$ cat src/rtl/instr_decode_pkg.sv
// Shared types and constants for the RV32I decode stage: formats, opcodes,
// the decoded-op record handed to execute and the load writeback record.
package instr_decode_pkg;

   localparam int cXLEN     = 32;
   localparam int cRegCnt   = 32;
   localparam int cRegAddrW = $clog2(cRegCnt);

   // RV32I major opcodes
   localparam logic [6:0] cOpLoad    = 7'h03;
   localparam logic [6:0] cOpMiscMem = 7'h0F;
   localparam logic [6:0] cOpImm     = 7'h13;
   localparam logic [6:0] cOpAuipc   = 7'h17;
   localparam logic [6:0] cOpStore   = 7'h23;
   localparam logic [6:0] cOpReg     = 7'h33;
   localparam logic [6:0] cOpLui     = 7'h37;
   localparam logic [6:0] cOpBranch  = 7'h63;
   localparam logic [6:0] cOpJalr    = 7'h67;
   localparam logic [6:0] cOpJal     = 7'h6F;
   localparam logic [6:0] cOpSystem  = 7'h73;

   typedef enum logic [2:0] {
      FMT_R,
      FMT_I,
      FMT_S,
      FMT_B,
      FMT_U,
      FMT_J,
      FMT_BAD
   } tInstrFmt;

   typedef struct packed {
      logic                 dv;
      logic [cRegAddrW-1:0] addr;
      logic [cXLEN-1:0]     data;
   } tRegOp;

   typedef struct packed {
      logic                 valid;
      logic [cXLEN-1:0]     pc;
      logic [6:0]           opcode;
      logic [cRegAddrW-1:0] rd;
      logic [cRegAddrW-1:0] rs1;
      logic [cRegAddrW-1:0] rs2;
      logic [2:0]           f3;
      logic [6:0]           f7;
      logic [cXLEN-1:0]     imm;
      logic                 isLoad;
      logic                 isStore;
      logic                 isBranch;
      logic                 illegal;
   } tDecOp;

   // Map a major opcode onto its encoding format; anything outside RV32I is BAD.
   function automatic tInstrFmt fmt_of(input logic [6:0] opcode);
      tInstrFmt fmt;
      case (opcode)
         cOpReg:                                   fmt = FMT_R;
         cOpLoad, cOpImm, cOpJalr, cOpMiscMem,
         cOpSystem:                                fmt = FMT_I;
         cOpStore:                                 fmt = FMT_S;
         cOpBranch:                                fmt = FMT_B;
         cOpLui, cOpAuipc:                         fmt = FMT_U;
         cOpJal:                                   fmt = FMT_J;
         default:                                  fmt = FMT_BAD;
      endcase
      return fmt;
   endfunction

   // One-hot mask selecting a single architectural register.
   function automatic logic [cRegCnt-1:0] reg_mask(input logic [cRegAddrW-1:0] addr);
      logic [cRegCnt-1:0] mask;
      mask       = '0;
      mask[addr] = 1'b1;
      return mask;
   endfunction

endpackage

$ cat src/rtl/instr_decode_if.sv
// Bus between fetch/writeback and the decode stage. The fetch side (master)
// supplies the instruction, PC, load writeback and flush; the decode side
// (slave) returns the registered decoded op and the fetch hold request.
interface instr_decode_if;
   import instr_decode_pkg::*;

   logic [cXLEN-1:0] iInstr;
   logic [cXLEN-1:0] iCurPc;
   logic             iInstrValid;
   tRegOp            iRegOp;
   logic             iFlush;
   tDecOp            oDecOp;
   logic             oFetchNoOp;

   modport master (
      output iInstr, iCurPc, iInstrValid, iRegOp, iFlush,
      input  oDecOp, oFetchNoOp
   );

   modport slave (
      input  iInstr, iCurPc, iInstrValid, iRegOp, iFlush,
      output oDecOp, oFetchNoOp
   );

endinterface

$ cat src/rtl/instr_decode_imm_gen.sv
// Combinational immediate generator: reassembles and sign-extends the
// immediate of an RV32I instruction according to its encoding format.
module instr_decode_imm_gen
   import instr_decode_pkg::*;
(
   input  logic [cXLEN-1:0] instr,
   input  tInstrFmt         fmt,
   output logic [cXLEN-1:0] imm
);

   // The opcode bits never contribute to an immediate.
   logic unused_opcode;
   assign unused_opcode = ^instr[6:0];

   // Pick the immediate layout for the format; R and BAD carry no immediate.
   always_comb begin
      imm = '0;
      case (fmt)
         FMT_I:   imm = {{(cXLEN-12){instr[31]}}, instr[31:20]};
         FMT_S:   imm = {{(cXLEN-12){instr[31]}}, instr[31:25], instr[11:7]};
         FMT_B:   imm = {{(cXLEN-13){instr[31]}}, instr[31], instr[7],
                         instr[30:25], instr[11:8], 1'b0};
         FMT_U:   imm = {instr[31:12], 12'b0};
         FMT_J:   imm = {{(cXLEN-21){instr[31]}}, instr[31], instr[19:12],
                         instr[20], instr[30:21], 1'b0};
         default: imm = '0;
      endcase
   end

endmodule

$ cat src/rtl/instr_decode.sv
// RV32I decode stage. Decodes either the held instruction (after a load-use
// stall) or the freshly fetched one, registers the result for execute, keeps
// a scoreboard of outstanding loads and holds fetch while a source register
// is still waiting for its load data.
// Optional build macro: DECODE_PERF_EN adds stall and issue cycle counters.
module instr_decode
   import instr_decode_pkg::*;
(
   input  logic          iClk,
   input  logic          iRst,
   instr_decode_if.slave bus
`ifdef DECODE_PERF_EN
   ,
   output logic [31:0]   oStallCnt,
   output logic [31:0]   oIssueCnt
`endif
);

   logic               hold_full_q,  hold_full_d;
   logic [cXLEN-1:0]   hold_instr_q, hold_instr_d;
   logic [cXLEN-1:0]   hold_pc_q,    hold_pc_d;
   logic [cRegCnt-1:0] sb_q,         sb_d;
   tDecOp              dec_op_q,     dec_op_d;

   logic [cXLEN-1:0]   src_instr;
   logic [cXLEN-1:0]   src_pc;
   logic               src_valid;
   tInstrFmt           fmt;
   logic [cXLEN-1:0]   imm;
   tDecOp              decoded;
   logic               rs1_used;
   logic               rs2_used;
   logic [cRegCnt-1:0] sb_cleared;
   logic               hazard;
   logic               issue;
   logic               fetch_no_op;

   // Writeback data is consumed by the register file, not by decode.
   logic unused_regop_data;
   assign unused_regop_data = ^bus.iRegOp.data;

   // A stalled instruction takes precedence over whatever fetch presents.
   always_comb begin
      if (hold_full_q) begin
         src_instr = hold_instr_q;
         src_pc    = hold_pc_q;
         src_valid = 1'b1;
      end else begin
         src_instr = bus.iInstr;
         src_pc    = bus.iCurPc;
         src_valid = bus.iInstrValid;
      end
   end

   assign fmt = fmt_of(src_instr[6:0]);

   instr_decode_imm_gen u_imm_gen (
      .instr (src_instr),
      .fmt   (fmt),
      .imm   (imm)
   );

   // Field extraction; register fields a format does not use are reported as x0.
   always_comb begin
      decoded        = '0;
      rs1_used       = 1'b0;
      rs2_used       = 1'b0;
      decoded.pc     = src_pc;
      decoded.opcode = src_instr[6:0];
      decoded.f3     = src_instr[14:12];
      decoded.f7     = src_instr[31:25];
      decoded.imm    = imm;
      case (fmt)
         FMT_R: begin
            decoded.rd  = src_instr[11:7];
            decoded.rs1 = src_instr[19:15];
            decoded.rs2 = src_instr[24:20];
            rs1_used    = 1'b1;
            rs2_used    = 1'b1;
         end
         FMT_I: begin
            decoded.rd  = src_instr[11:7];
            decoded.rs1 = src_instr[19:15];
            rs1_used    = 1'b1;
         end
         FMT_S, FMT_B: begin
            decoded.rs1 = src_instr[19:15];
            decoded.rs2 = src_instr[24:20];
            rs1_used    = 1'b1;
            rs2_used    = 1'b1;
         end
         FMT_U, FMT_J: begin
            decoded.rd = src_instr[11:7];
         end
         default: begin
            decoded.illegal = 1'b1;
         end
      endcase
      decoded.isLoad   = (fmt != FMT_BAD) && (src_instr[6:0] == cOpLoad);
      decoded.isStore  = (fmt != FMT_BAD) && (src_instr[6:0] == cOpStore);
      decoded.isBranch = (fmt != FMT_BAD) && (src_instr[6:0] == cOpBranch);
   end

   // Hazard check sees the scoreboard after this cycle's writeback so a
   // returning load releases its consumer without an extra bubble.
   always_comb begin
      sb_cleared = sb_q;
      if (bus.iRegOp.dv) begin
         sb_cleared = sb_q & ~reg_mask(bus.iRegOp.addr);
      end
      hazard = src_valid &&
               ((rs1_used && sb_cleared[decoded.rs1]) ||
                (rs2_used && sb_cleared[decoded.rs2]));
      issue       = src_valid && !hazard && !bus.iFlush;
      fetch_no_op = hazard && !bus.iFlush;
   end

   // Next-state for output register, scoreboard and hold register.
   always_comb begin
      dec_op_d     = '0;
      sb_d         = sb_cleared;
      hold_full_d  = 1'b0;
      hold_instr_d = hold_instr_q;
      hold_pc_d    = hold_pc_q;
      if (issue) begin
         dec_op_d       = decoded;
         dec_op_d.valid = 1'b1;
         if (decoded.isLoad && (decoded.rd != '0)) begin
            sb_d = sb_d | reg_mask(decoded.rd);
         end
      end
      if (hazard && !bus.iFlush) begin
         hold_full_d  = 1'b1;
         hold_instr_d = src_instr;
         hold_pc_d    = src_pc;
      end
      sb_d[0] = 1'b0;
   end

   // Pipeline state registers.
   always_ff @(posedge iClk or negedge iRst) begin
      if (!iRst) begin
         hold_full_q  <= 1'b0;
         hold_instr_q <= '0;
         hold_pc_q    <= '0;
         sb_q         <= '0;
         dec_op_q     <= '0;
      end else begin
         hold_full_q  <= hold_full_d;
         hold_instr_q <= hold_instr_d;
         hold_pc_q    <= hold_pc_d;
         sb_q         <= sb_d;
         dec_op_q     <= dec_op_d;
      end
   end

   assign bus.oDecOp     = dec_op_q;
   assign bus.oFetchNoOp = fetch_no_op;

`ifdef DECODE_PERF_EN
   logic [31:0] stall_cnt_q, stall_cnt_d;
   logic [31:0] issue_cnt_q, issue_cnt_d;

   // Counters advance on stall / valid-output cycles and freeze on a flush.
   always_comb begin
      stall_cnt_d = stall_cnt_q;
      issue_cnt_d = issue_cnt_q;
      if (!bus.iFlush) begin
         if (fetch_no_op) begin
            stall_cnt_d = stall_cnt_q + 32'd1;
         end
         if (dec_op_q.valid) begin
            issue_cnt_d = issue_cnt_q + 32'd1;
         end
      end
   end

   // Counter registers.
   always_ff @(posedge iClk or negedge iRst) begin
      if (!iRst) begin
         stall_cnt_q <= '0;
         issue_cnt_q <= '0;
      end else begin
         stall_cnt_q <= stall_cnt_d;
         issue_cnt_q <= issue_cnt_d;
      end
   end

   assign oStallCnt = stall_cnt_q;
   assign oIssueCnt = issue_cnt_q;
`endif

endmodule

$ cat src/flat_wrapper.sv
// flat-port wrapper written by rule: the top's interface ports become plain ports
module instr_decode_flat import instr_decode_pkg::*;
  (iClk, iRst, bus_iInstr, bus_iCurPc, bus_iInstrValid, bus_iRegOp, bus_iFlush, bus_oDecOp, bus_oFetchNoOp);
  instr_decode_if bus_i ();
  input  logic iClk;
  input  logic iRst;
  input wire logic [$bits(bus_i.iInstr)-1:0] bus_iInstr;
  input wire logic [$bits(bus_i.iCurPc)-1:0] bus_iCurPc;
  input wire logic [$bits(bus_i.iInstrValid)-1:0] bus_iInstrValid;
  input wire logic [$bits(bus_i.iRegOp)-1:0] bus_iRegOp;
  input wire logic [$bits(bus_i.iFlush)-1:0] bus_iFlush;
  output wire logic [$bits(bus_i.oDecOp)-1:0] bus_oDecOp;
  output wire logic [$bits(bus_i.oFetchNoOp)-1:0] bus_oFetchNoOp;
  assign bus_i.iInstr = bus_iInstr;
  assign bus_i.iCurPc = bus_iCurPc;
  assign bus_i.iInstrValid = bus_iInstrValid;
  assign bus_i.iRegOp = bus_iRegOp;
  assign bus_i.iFlush = bus_iFlush;
  assign bus_oDecOp = bus_i.oDecOp;
  assign bus_oFetchNoOp = bus_i.oFetchNoOp;
  instr_decode u_core (.iClk(iClk), .iRst(iRst), .bus(bus_i));
endmodule
$ cat config.mk
export PLATFORM = sky130hd
export DESIGN_NAME = instr_decode_flat
export DESIGN_NICKNAME = d
export VERILOG_FILES = /design/src/rtl/instr_decode_pkg.sv /design/src/rtl/instr_decode_if.sv /design/src/rtl/instr_decode_imm_gen.sv /design/src/rtl/instr_decode.sv /design/src/flat_wrapper.sv
export SDC_FILE = /design/constraint.sdc
export NUM_CORES = 1
export LEC_CHECK = 0
export BUFFER_PORTS_ARGS = -buffer_cell sky130_fd_sc_hd__clkbuf_2
export CORE_MARGIN = 2
export CORE_UTILIZATION = 59
export DETAILED_ROUTE_END_ITERATION = 6
export PLACE_DENSITY = 0.86
export SYNTH_ARGS = -nofsm -noshare
export SYNTH_HDL_FRONTEND = slang
export SYNTH_SLANG_ARGS = --single-unit
$ cat constraint.sdc
create_clock -name iClk -period 7.55 [get_ports iClk]
set_input_delay 0.3775 -clock iClk [delete_from_list [all_inputs] [get_ports iClk]]
set_output_delay 0.3775 -clock iClk [all_outputs]
set_load 0.01 [all_outputs]
==> reports/results.md <==
## Outcome
- outcome: finished clean

## Logic synthesis
- primary flip-flop cell chosen by synthesis mapping: sky130_fd_sc_hd__dfrtp_1
- Post-Synthesis Net Count: 947
- share of the synthesized area in the top cell type: 0.525
- top area cells in the synthesized netlist: sky130_fd_sc_hd__dfrtp_1 (52%), sky130_fd_sc_hd__mux2i_1 (7.8%), sky130_fd_sc_hd__mux2_1 (6.0%)
- average instance area after synthesis: 11.2 µm²
- Mapped Area: 9390 µm²
- synthesis-stage register bit count: 197
- area leader, netlist: sky130_fd_sc_hd__dfrtp_1
- post-synthesis instance total: 839
- Cell variety after synth: 71
- most frequent cell after synthesis: sky130_fd_sc_hd__dfrtp_1
- EDFF count, synth: 0
- share of synthesized registers carrying an async set or reset: 1.00
- top cells by instance count after synthesis: sky130_fd_sc_hd__dfrtp_1 (197), sky130_fd_sc_hd__nor2_1 (86), sky130_fd_sc_hd__mux2i_1 (73), sky130_fd_sc_hd__o21ai_0 (65), sky130_fd_sc_hd__nand2_1 (60)
- number of warnings printed during yosys synthesis: 0
- sequential element share of the synthesized area: 0.525

## Timing
- transition time at the pin with the least slew margin: 1.14 ns
- Post-Route Setup TNS: 0 ns
- Max Freq: 0.181 GHz
- final worst clock skew: 0.00945 ns
- remaining max-slew budget at the tightest pin: 0.234
- smallest hold slack: 0.0347 ns
- hold violation total from the final report: 0
- final-report max-slew violation count: 0
- minimum period implied by the final worst setup slack: 5.52 ns
- final worst-path cycle share: 0.731
- setup repair after global routing missed its margin: false
- Finish-stage setup viols: 0

## Place
- IO Port Bufs: 175
- dpl cell area: 10,400 µm²
- RD Place Congestion: 0.933
- placed insts: 1,189
- Detailed Place HPWL: 16.3 mm

## Worst setup path
- cell occurring most often along the worst timing path: sky130_fd_sc_hd__buf_4
- slowest cell on the critical path: sky130_fd_sc_hd__dfrtp_4
- crit end category: output port
- Worst EP arrival: 5.14 ns
- startpoint of the worst register-to-register path: u_core.hold_full_q
- peak fanout along the critical path: 72
- required time worst endpoint: 7.17 ns
- Worst Setup Start Kind: register
- internal reg-to-reg setup slack: 2.36 ns
- depth of the worst register-to-register path: 10
- stage delay of the slowest cell on the critical path: 1.17 ns
- WS Path Type: reg -> out
- endpoint of the worst-slack reg-to-reg timing path: u_core.bus.oDecOp[2]
- cell-by-cell listing of the critical path: buf_4, mux2_2, mux2i_1, a211oi_1, a2111oi_0, a2111oi_2, a21oi_2, a31oi_2, buf_4, clkbuf_2

## Pwr
- Power, Total: 2.44 mW
- static leakage power: 5.02 nW
- total power density per cell area: 223 nW/µm²
- highest ir drop seen on vdd: 0.152 mV

## Die
- horizontal die dimension: 130 µm
- floorplan core area: 15,700 µm²
- io pins: 208
- Die Span Y: 130 µm
- initial core utilization: 0.598
- die area: 16,900 µm²
- number of rows in the core area: 46

## Clock tree
- clock tree sinks: 197
- number of resized instances in the post-cts repair step: 0
- post-CTS setup-driven buffer insertion count: 0
- Root Buffer Master: sky130_fd_sc_hd__clkbuf_16
- CTS tree: built
- clock transition at the registers of the reported paths: 0.07 ns
- maximum count of clock buffers along a single path: 2
- level count of the clock H-tree: 4
- number of clock buffers inserted by TritonCTS: 17
- Worst-Skew Late Latency: 0.44 ns
- CTS Hold Buffers Added: 0

## Finish
- proportion of layout cells with a drive suffix above 1: 0.269
- final std cells w/o fill: 1,221
- filler instances: 1,146
- Diodes inserted: 0
- finished layout cell area: 11,000 µm²
- synthesis-to-finish area growth: 16.7%
- number of nets in the finished design: 1,100

## Drt
- via density per instance: 6.09
- Routed Wire Length: 24.1 mm
- average detailed-routed wire length per instance: 19.7 µm
- DRT iter0 DRCs: 708
- total via count in the routed design: 7,431
- number of search-and-repair iterations in the first detailed-routing pass: 5
- ANT nets after route: 0
- count of unresolved DRC violations after routing: 0

## GRT
- global-route usage over all layers: 0.285
- number of global-route vias before repair: 7,091
- pin count of the biggest net entering global routing: 121
- first-pass GRT wire length: 36.8 mm
- number of antenna violations at the first check in global routing: 0
- Remaining Overflow, GRT: 0

## Min path
- Min-Delay Path Class: in -> async

## Job
- Max Cap Viol: 0

[layout make-up]
type	count	area, µm²	share of cell area
Clock buffer	18	439	0.0401
Inverter	10	37.5	0.00343
Sequential cell	197	4930	0.450
Timing Repair Buffer	182	937	0.0855
Multi-Input combinational cell	584	4200	0.384
Clock inverter	14	136	0.0124
Tap cell	216	270	0.0247
[how the worst max path moves through the flow]
stage	depth (start not counted)	slack [ns]	endpoint	start
global placement	10	2.50	u_core.bus.oDecOp[2]	u_core.hold_full_q
global route	10	1.82	bus_oFetchNoOp	u_core.hold_full_q
CTS	10	2.11	bus_oFetchNoOp	u_core.hold_full_q
detailed placement	10	2.52	u_core.bus.oDecOp[2]	u_core.hold_full_q
finish	10	2.03	bus_oFetchNoOp	u_core.hold_full_q
floorplan	13	3.83	u_core.hold_instr_q[10]	u_core.hold_full_q
[flip-flops by register name (all words and copies together), names as in the netlist]
register,count
u_core.bus.oDecOp,101
u_core.hold_full_q,1
u_core.hold_instr_q,32
u_core.hold_pc_q,32
u_core.sb_q,31
[metrics by stage]
step,utilization,worst slack [ns]
after floorplan,-,3.83
after global placement,0.661,2.50
after detailed placement,0.661,2.52
after CTS,0.697,2.11
after global routing,0.697,1.82
final,0.697,2.03
[cells in the final DEF (no fill, tap or decap), drive strengths merged, types with 3 or more instances in the layout]
master	netlist	final
nor3b	7	7
o211ai	8	8
nand2	60	60
nor3	45	45
a211oi	12	12
a31oi	6	6
o31ai	4	4
a22oi	5	5
a21oi	30	30
clkinvlp	0	3
mux2i	79	79
nor4	4	4
a311oi	5	5
nand4b	5	5
clkinv	0	5
xnor2	5	5
dfrtp	197	197
nor2	86	86
nand4bb	4	4
inv	10	16
a2111oi	3	3
o22ai	3	3
a32oi	4	4
and3b	5	5
o2111ai	3	3
o21bai	3	3
o21ai	68	68
nand3	3	3
nand2b	11	11
clkbuf	17	193
or2	5	5
mux2	80	80
o32a	3	3
buf	31	7
[worst max-delay path: cells and delay by family (launching register included)]
kind            cells  cell delay [ns]
mux                 2             1.16
buf+inv             3             1.04
compound gates      5             1.27
flops               1             1.17
[cells by family after synthesis]
family / after synthesis / synth area share
buf+inv: 58 / 0.0298
compound gates: 171 / 0.120
mux: 160 / 0.189
xor+xnor: 5 / 0.00466
simple gates: 246 / 0.128
fa+ha+maj: 2 / 0.00266
flops: 197 / 0.525
[where the power goes]
group	switching [mW]	internal (mW)	total [mW]
sequential	0.0832	1.18	1.26
clock	0.430	0.447	0.876
combinational	0.173	0.135	0.308
[routing by layer]
metal / vias to the layer above / part of all wire / routed length, µm / global-route usage
met5: - / 0 / 0 / 0
met4: 0 / 0.024 / 588 / 0.120
met3: 52 / 0.091 / 2180 / 0.0812
met2: 389 / 0.48 / 11600 / 0.459
met1: 3642 / 0.40 / 9710 / 0.365
li1: 3348 / - / - / -
Note: power is estimated with default switching activity, not from simulation.
